File: src/rtl/alu_pkg.sv
// Shared definitions for the multi-cycle ALU.
//   - 4-bit opcode constants OP_ADD..OP_REMU
//   - FSM state encoding (IDLE/BUSY/DONE)
//   - is_iter(): opcodes handled by the iterative mul/div datapath
package alu_pkg;

  localparam logic [3:0] OP_ADD   = 4'h0;
  localparam logic [3:0] OP_SUB   = 4'h1;
  localparam logic [3:0] OP_XOR   = 4'h2;
  localparam logic [3:0] OP_OR    = 4'h3;
  localparam logic [3:0] OP_AND   = 4'h4;
  localparam logic [3:0] OP_SLL   = 4'h5;
  localparam logic [3:0] OP_SRL   = 4'h6;
  localparam logic [3:0] OP_BEQ   = 4'h7;
  localparam logic [3:0] OP_BNE   = 4'h8;
  localparam logic [3:0] OP_SLT   = 4'h9;
  localparam logic [3:0] OP_SLTU  = 4'hA;
  localparam logic [3:0] OP_SRA   = 4'hB;
  localparam logic [3:0] OP_MUL   = 4'hC;
  localparam logic [3:0] OP_MULHU = 4'hD;
  localparam logic [3:0] OP_DIVU  = 4'hE;
  localparam logic [3:0] OP_REMU  = 4'hF;

  typedef enum logic [1:0] {
    S_IDLE = 2'd0,
    S_BUSY = 2'd1,
    S_DONE = 2'd2
  } state_e;

  // Iterative ops occupy the whole 0xC-0xF quadrant.
  function automatic logic is_iter(input logic [3:0] ctrl);
    return ctrl[3:2] == 2'b11;
  endfunction

endpackage

File: src/rtl/alu_muldiv_iter.sv
// Iterative multiply / unsigned divide datapath, one step per clock.
//   clk, rst (sync, active-high), flush : clock and clears
//   start  : load operands and begin; op[1]=0 multiply, 1 divide;
//            op[0] selects the high half (MULHU / REMU) of acc
//   a, b   : operands, sampled only on start
//   done   : high during the cycle whose edge performs the last step
//   result : selected half of the accumulator, held after completion
module alu_muldiv_iter
  #(parameter int XLEN = 32)
  (
    input  logic            clk,
    input  logic            rst,
    input  logic            flush,
    input  logic            start,
    input  logic [1:0]      op,
    input  logic [XLEN-1:0] a,
    input  logic [XLEN-1:0] b,
    output logic            done,
    output logic [XLEN-1:0] result
  );

  localparam int CW = $clog2(XLEN);

  // Multiply: acc = {partial product, remaining multiplier bits}.
  // Divide:   acc = {remainder, dividend bits shifting out / quotient bits shifting in}.
  logic [2*XLEN-1:0] acc_q, acc_step;
  logic [XLEN-1:0]   m_q;           // multiplicand or divisor
  logic [1:0]        op_q;
  logic [CW-1:0]     cnt_q;
  logic              active_q;

  logic [XLEN:0]     mul_sum;
  logic [XLEN:0]     r_shift;
  logic [XLEN-1:0]   diff;
  logic              ge;

  always_comb begin
    // Shift-add: add multiplicand into the high half when the current
    // multiplier bit is set, then shift the whole product right, keeping the carry.
    mul_sum = {1'b0, acc_q[2*XLEN-1:XLEN]} + {1'b0, (acc_q[0] ? m_q : {XLEN{1'b0}})};
    // Restoring division: bring the next dividend bit into the remainder.
    // A zero divisor always "fits", giving all-ones quotient and remainder = dividend.
    r_shift  = {acc_q[2*XLEN-1:XLEN], acc_q[XLEN-1]};
    ge       = r_shift >= {1'b0, m_q};
    diff     = r_shift[XLEN-1:0] - m_q;
    if (op_q[1]) acc_step = {(ge ? diff : r_shift[XLEN-1:0]), acc_q[XLEN-2:0], ge};
    else         acc_step = {mul_sum, acc_q[XLEN-1:1]};
  end

  // XLEN is a power of two, so the final step is the all-ones count.
  assign done   = active_q & (&cnt_q);
  assign result = op_q[0] ? acc_q[2*XLEN-1:XLEN] : acc_q[XLEN-1:0];

  always_ff @(posedge clk) begin
    // NOTE: reset is synchronous: it is only an ordinary input sampled on the clock edge.
    if (rst || flush) begin
      acc_q    <= '0;
      m_q      <= '0;
      op_q     <= '0;
      cnt_q    <= '0;
      active_q <= 1'b0;
    end else if (start) begin
      acc_q    <= {{XLEN{1'b0}}, (op[1] ? a : b)};
      m_q      <= op[1] ? b : a;
      op_q     <= op;
      cnt_q    <= '0;
      active_q <= 1'b1;
    end else if (active_q) begin
      acc_q <= acc_step;
      cnt_q <= cnt_q + CW'(1);
      if (done) active_q <= 1'b0;
    end
  end

endmodule

File: src/rtl/alu_mc.sv
// Multi-cycle ALU for the EX stage with valid/ready handshakes.
//   clk, rst (sync, active-high), flush (sync abort)
//   in_valid/in_ready  : request handshake; in_ready only in IDLE
//   in1, in2, ctrl     : operands and opcode, sampled at acceptance
//   out_valid/out_ready: result handshake; out_valid only in DONE
//   ALU_out, branch_taken : result, held stable while in DONE
//   busy               : iterative op in flight
module alu_mc
  import alu_pkg::*;
  #(
    parameter int XLEN = 32,
    parameter int SHW  = $clog2(XLEN)
  )
  (
    input  logic            clk,
    input  logic            rst,
    input  logic            flush,
    input  logic            in_valid,
    output logic            in_ready,
    input  logic [XLEN-1:0] in1,
    input  logic [XLEN-1:0] in2,
    input  logic [3:0]      ctrl,
    output logic            out_valid,
    input  logic            out_ready,
    output logic [XLEN-1:0] ALU_out,
    output logic            branch_taken,
    output logic            busy
  );

  state_e          state_q, state_d;
  logic [XLEN-1:0] result_q, result_d;
  logic            br_q, br_d;
  logic            iter_q, iter_d;   // result comes from the iterative datapath
  logic            start;
  logic            md_done;
  logic [XLEN-1:0] md_result;

  logic [XLEN-1:0] sc_res;
  logic            sc_br;
  logic [SHW-1:0]  shamt;

  assign shamt = in2[SHW-1:0];

  // Single-cycle datapath.
  always_comb begin
    // NOTE: every always_comb output gets a default first so no path infers a latch.
    sc_res = '0;
    sc_br  = 1'b0;
    unique case (ctrl)
      OP_ADD:  sc_res = in1 + in2;
      OP_SUB:  sc_res = in1 - in2;
      OP_XOR:  sc_res = in1 ^ in2;
      OP_OR:   sc_res = in1 | in2;
      OP_AND:  sc_res = in1 & in2;
      OP_SLL:  sc_res = in1 << shamt;
      OP_SRL:  sc_res = in1 >> shamt;
      OP_BEQ:  sc_br  = in1 == in2;
      OP_BNE:  sc_br  = in1 != in2;
      OP_SLT:  sc_res[0] = $signed(in1) < $signed(in2);
      OP_SLTU: sc_res[0] = in1 < in2;
      OP_SRA:  sc_res = $signed(in1) >>> shamt;
      default: ;
    endcase
  end

  alu_muldiv_iter #(.XLEN(XLEN)) u_muldiv (
    .clk    (clk),
    .rst    (rst),
    .flush  (flush),
    .start  (start),
    .op     (ctrl[1:0]),
    .a      (in1),
    .b      (in2),
    .done   (md_done),
    .result (md_result)
  );

  always_comb begin
    state_d  = state_q;
    result_d = result_q;
    br_d     = br_q;
    iter_d   = iter_q;
    start    = 1'b0;
    unique case (state_q)
      S_IDLE: if (in_valid) begin
        if (is_iter(ctrl)) begin
          start    = 1'b1;
          iter_d   = 1'b1;
          result_d = '0;
          br_d     = 1'b0;
          state_d  = S_BUSY;
        end else begin
          iter_d   = 1'b0;
          result_d = sc_res;
          br_d     = sc_br;
          state_d  = S_DONE;
        end
      end
      S_BUSY:  if (md_done) state_d = S_DONE;
      S_DONE:  if (out_ready) state_d = S_IDLE;
      default: state_d = S_IDLE;
    endcase
    // Flush overrides any accept or consume in the same cycle.
    if (flush) begin
      state_d  = S_IDLE;
      start    = 1'b0;
      iter_d   = 1'b0;
      result_d = '0;
      br_d     = 1'b0;
    end
  end

  always_ff @(posedge clk) begin
    if (rst) begin
      state_q  <= S_IDLE;
      result_q <= '0;
      br_q     <= 1'b0;
      iter_q   <= 1'b0;
    end else begin
      state_q  <= state_d;
      result_q <= result_d;
      br_q     <= br_d;
      iter_q   <= iter_d;
    end
  end

  assign in_ready     = state_q == S_IDLE;
  assign out_valid    = state_q == S_DONE;
  assign busy         = state_q == S_BUSY;
  assign ALU_out      = iter_q ? md_result : result_q;
  assign branch_taken = br_q;

endmodule

File: config.mk
export PLATFORM = sky130hd
export DESIGN_NAME = alu_mc
export DESIGN_NICKNAME = d
export VERILOG_FILES = /design/src/rtl/alu_pkg.sv /design/src/rtl/alu_muldiv_iter.sv /design/src/rtl/alu_mc.sv
export SDC_FILE = /design/constraint.sdc
export NUM_CORES = 1
export LEC_CHECK = 0
export ABC_CLOCK_PERIOD_IN_PS = 4000
export CORE_MARGIN = 4
export CORE_UTILIZATION = 50
export CTS_CLUSTER_SIZE = 30
export DETAILED_ROUTE_END_ITERATION = 8
export GPL_ROUTABILITY_DRIVEN = 1
export GPL_TIMING_DRIVEN = 0
export PLACE_DENSITY = 0.71
export SLEW_MARGIN = 0
export SYNTH_ARGS = -nofsm -noshare
export SYNTH_HDL_FRONTEND = slang
export SYNTH_SLANG_ARGS = --single-unit
File: constraint.sdc
create_clock -name clk -period 4 [get_ports clk]
set_clock_uncertainty 0.1 [all_clocks]
set_input_delay 0.4 -clock clk [delete_from_list [all_inputs] [get_ports clk]]
set_output_delay 0.4 -clock clk [all_outputs]
set_load 0.02 [all_outputs]
* After elaboration in Yosys (flattened, before gate mapping)
Cells that the tools add are included.
** Storage, ports and cells
- Register bits after elaboration :: 140
- Output and inout port bits :: 36
- Logic and storage cells :: 79
- Input bits :: 73
** Cells by class
- Reduce and logical (&&, ||, !) cells :: 9
- Order comparisons :: 3
- Shift-type cells :: 3
- Bitwise logic cells :: 4
- Muxes and demuxes :: 26
- Eq/ne operators :: 19
- $add $sub $neg :: 5
** Operators with widths (count)
- $mux 32 :: 9
- $pmux 31 s8 :: 1
- $lt 32x32->1 :: 2
- $mux 64 :: 1
- $sub 32x32->32 :: 2
- $add 32x32->33 :: 1
- $ge 33x32->1 :: 1
- $add 32x32->32 :: 1
- $and 32x32->32 :: 1
- $eq 32x32->1 :: 1
- $ne 32x32->1 :: 1
- $or 32x32->32 :: 1
- $shl 32x5->32 :: 1
- $shr 32x5->32 :: 1
- $sshr 32x5->32 :: 1
- $xor 32x32->32 :: 1
- $eq 4x3->1 const B :: 4
- $eq 4x4->1 const B :: 4
- $pmux 1 s10 :: 1
- $eq 4x2->1 const B :: 2
- $mux 1 :: 8
- $mux 2 :: 4
- $pmux 2 s3 :: 1
- $add 5x1->5 const B :: 1
- 15 further kinds :: 18

* Depth between registers and ports, before layout
- Word-level depth :: 6
- Gate-level depth with buffers :: 15
- Depth with buffers taken out :: 14

* Hierarchy
From an unflattened synthesis, not the netlist that was laid out.
** Unflattened totals
- Cell total of the unflattened synthesis :: 2676
- Area total of the unflattened synthesis :: 20048.0 sq um
** Modules (own cells, without submodules)
- alu_mc :: sequential area each 720.7 sq um, cells an instance 1468, instances 1, area each 10488.8 sq um
- alu_muldiv_iter :: sequential area each 2082.0 sq um, cells an instance 1208, instances 1, area each 9559.2 sq um

* Worst setup path before layout
OpenSTA, ideal clock, no wires.
- Path type :: input -> register
- Start :: input port in2[2]
- End :: register result_q[22]
- Path buffers :: 3
- Data arrival time :: 3.856 ns
- Required time :: 3.783 ns
- Setup time :: 0.117 ns
- Cell stages on the path :: 15
- Setup slack :: -0.073 ns
- Path through :: inv_1 -> buf_2 -> buf_1 -> clkbuf_1 -> ha_1 -> nand2b_1 -> a221oi_1 -> nor2_2 -> o31ai_2 -> a21oi_1 -> o31a_1 -> nor2_1 -> nor3_1 -> or4_1 -> a32o_1
** Between the ends
- Cells in the longest elaborated chain, start to end :: 3
- Elaborated cells on any way between the ends :: 7
- Classes of those cells :: add/sub (2); shift (3); mux (2)
** RTL lines
- start: declaration :: line alu_mc.sv:21 : input logic [XLEN-1:0] in2,
- $sub 32x32->32 (tied with other cells) :: line alu_mc.sv:51 : OP_SUB: sc_res = in1 - in2;
- $pmux 31 s8 (*) :: line alu_mc.sv:49 : unique case (ctrl)
- $mux 32 (*) :: line alu_mc.sv:86 : if (is_iter(ctrl)) begin
- end signal: assignment :: line alu_mc.sv:121 : result_q <= result_d;
- end: declaration :: line alu_mc.sv:31 : logic [XLEN-1:0] result_q, result_d;
Every way passes the cells marked *; elsewhere a longest branch is shown, timed or not.
A chain may end at the register's enable or synchronous reset.

* Final worst setup path
- Start :: input port in2[2]
- End :: register result_q[12]
The elaborated chain is that of the path after synthesis.

==> results.toml <==
[setup_path]
setup.worst_path.start_class = "input pin"
worstPathRequired_ns = 4.24
critical_path_arrival_ns = 4.26
r2r-start = "u_muldiv.acc_q[0]$_SDFFE_PP0P_"
end_kind = "flop"
critPathKind = "input pin to flop"
critPathMaxFanout = 10
crit_path_start = "in2[2]"

[clocking]
cts_buffers = 17
cts.sinks = 140
path_clk_slew_ns = 0.07
cts_buffer_depth = 2
cts_htree_levels = 4
clock_latency_ns = 0.45
cts_hold_buf = 0
cts_tree = "yes"
cts_root_buf = "clkbuf_16"

[timing]
timing.final.ws_setup_ns = -0.0146
tightest_slew_ns = 1.18
slew_headroom_pct = 21.2
setup_viol = 1
hold_viol = 0
tns_ns = -0.0146
slew_viol_final = 0
period_share_pct = 100
rsz0062_at_grt = "true"
max_freq_mhz = 249
hold-worst-slack_ns = 0.362
period_needed_ns = 4.01

[synthesis]
syn-num-nets = 2899
avgSynthCellArea_um2 = 7.37
yosysTopAreaCell = "dfxtp_1"
ys_ff_latch = 140
synth-edff-count = 0
async_reset_ff_share_pct = 0
synth_flop_cell = "dfxtp_1"
synth_area_leaders = "dfxtp_1 14%, ha_1 11%, mux2i_1 9.3%"
ys_seq_area_share_pct = 14.3
syn_area_um2 = 19500
postSynthCellCount = 2652
synth_top_area_share_pct = 14.3
ys_warn_count = 0
yosys.cell_types.count = 96

[power]
ir_drop_mv = 0.277
leakagePower_nw = 8.83
powerDensity_nw_per_um2 = 237

[final_layout]
areaGrowthSynthToFinish_pct = 13.8
finalNonFillerCells = 3322
drive_above_1_share_pct = 8.78
final_nets = 3037
finalInstanceArea_um2 = 22200

[worst_hold_path]
min_from = "result_q[19]$_SDFFE_PP0P_"
holdCritPathClass = "flop to flop"

[grt]
grt_pass1_vias = 22100
track_usage_pct = 44.5
antenna_found_initial = 0
overflow = 0
grt_max_degree = 17
grt_pass1_wl_um = 140000

[detailed_routing]
vias = 22800
wl_um = 97700
avgRoutedWirePerCell_um = 29.4
drt_iter0_drc = 2538
first_pass_iters = 6
ant_nets = 0
viasPerCell = 6.85
drcViolationCount = 0

[placed_design]
dpl.cell_count = 3278
pre_cts_ws_ns = -1.88
place_area_um2 = 21300
port_buffers = 107
place_hpwl_um = 78600
routabilityCongestion = 1.10

[die]
rows = 72
die_area_um2 = 42300
initial_utilization_pct = 50.6
fp.coreArea_um2 = 38600
die_h_um = 206
die_w_um = 206
pin_count = 109

[outcome]
violations = "negative setup slack"
outcome = "finished, violations left"

[flow_run]
maxCapViolCount = 0
[Yosys cell counts (7+ instances only)]
master and number:
a21o_1 37, o21ai_0 162, buf_2 27, nand2b_1 18
or3_1 24, o21a_1 12, xnor2_1 40, nor2_1 355
a21oi_1 251, xor2_1 24, ha_1 170, and2_1 37
a22o_1 7, clkbuf_1 145, nor3_1 47, o32ai_1 7
a221oi_1 21, nor2b_1 19, a31oi_1 21, mux2i_1 181
nor4_1 10, o22ai_1 22, and3_1 13, o31a_1 10
mux4_2 55, a22oi_1 22, a2111oi_0 7, nand3_1 40
dfxtp_1 140, o31ai_1 19, a211oi_1 157, nand4_1 17
nand2_1 173, inv_1 148, a31o_2 8, buf_1 15
o21bai_1 17, o211ai_1 29
[metal layers]
| layer | global-route usage [%] | wire [um] | vias to the layer above |
|---|---|---|---|
| met1 | 50.3 | 34500 | 10800 |
| li1 | - | - | 10100 |
| met5 | 0 | 0 | - |
| met2 | 73.8 | 44800 | 1452 |
| met3 | 6.52 | 8580 | 472 |
| met4 | 37.2 | 9880 | 0 |
[state kept, by name, indices dropped and copies added (netlist names)]
| register | cells |
|---|---|
| u_muldiv.op_q | 2 |
| result_q | 32 |
| branch_taken | 1 |
| iter_q | 1 |
| state_q | 2 |
| u_muldiv.acc_q | 64 |
| u_muldiv.cnt_q | 5 |
| u_muldiv.m_q | 32 |
| u_muldiv.active_q | 1 |
[report_power, final]
group          total (mW)  leakage, nW  internal [mW]  switching [mW]
logic                2.23         7.43          0.768            1.46
registers            1.43         1.13           1.41          0.0204
clock network        1.60        0.276          0.884           0.718
[placed cells by master (no fill, tap or decap), types with 40 or more instances in the layout]
cell	count
dfxtp_1	139
xnor2_1	40
a211oi_1	155
mux4_2	55
inv_1	146
nor2_1	351
clkdlybuf4s50_1	91
o21ai_0	157
nand3_1	40
mux2i_1	179
nor3_1	46
ha_1	168
a21oi_1	248
clkbuf_1	116
nand2_1	173
[path summary, 6_finish.rpt]
path                                           to  slack [ns]  cells past startpoint
setup reg to reg  u_muldiv.acc_q[61]$_SDFFE_PP0P_        0.09                     13
hold / removal          result_q[19]$_SDFFE_PP0P_        0.36                      2
hold reg to reg         result_q[19]$_SDFFE_PP0P_        0.36                      2
setup / recovery        result_q[12]$_SDFFE_PP0P_       -0.01                     12
[cell type report]
type | instances | area (um2)
fillers | 3623 | 16400
multi-input cells | 2163 | 15500
flip-flops and latches | 140 | 2800
repair buffers | 121 | 1180
plain buffers | 193 | 918
well taps | 518 | 648
inverters | 154 | 588
clock buffers | 18 | 439
clock inverters | 14 | 135
diodes | 1 | 2.50
[worst max-delay path: stages]
cell           delay [ns]
dlygate4sd2_1        0.36
clkbuf_1             0.64
clkbuf_1             0.51
clkbuf_1             0.62
nor2_1               0.12
a21oi_1              0.51
a21oi_1              0.15
nor2_1               0.30
a21oi_1              0.12
nor2_1               0.14
a211oi_1             0.08
a221oi_1             0.29
[cells by family after synthesis]
| family | share of synthesized area (%) |
|---|---|
| xor+xnor | 2.87 |
| fa+ha+maj | 11.3 |
| mux | 16.0 |
| simple gates | 18.4 |
| flops | 14.3 |
| compound gates | 30.0 |
| buf+inv | 7.14 |
[stage by stage]
stage,power (mW),utilization (%)
finish,5.27,57.6
global route,5.39,57.6
CTS,5.12,57.0
detailed placement,3.53,55.1
global placement,3.53,55.0
floorplan,2.76,-
[repair_timing]
item	CTS	global route
buffers inserted	5	8
gates resized for setup	64	71
endpoints found under the setup margin	39	36
pin swaps	4	8
No activity file was read; power rests on OpenSTA's default activity.
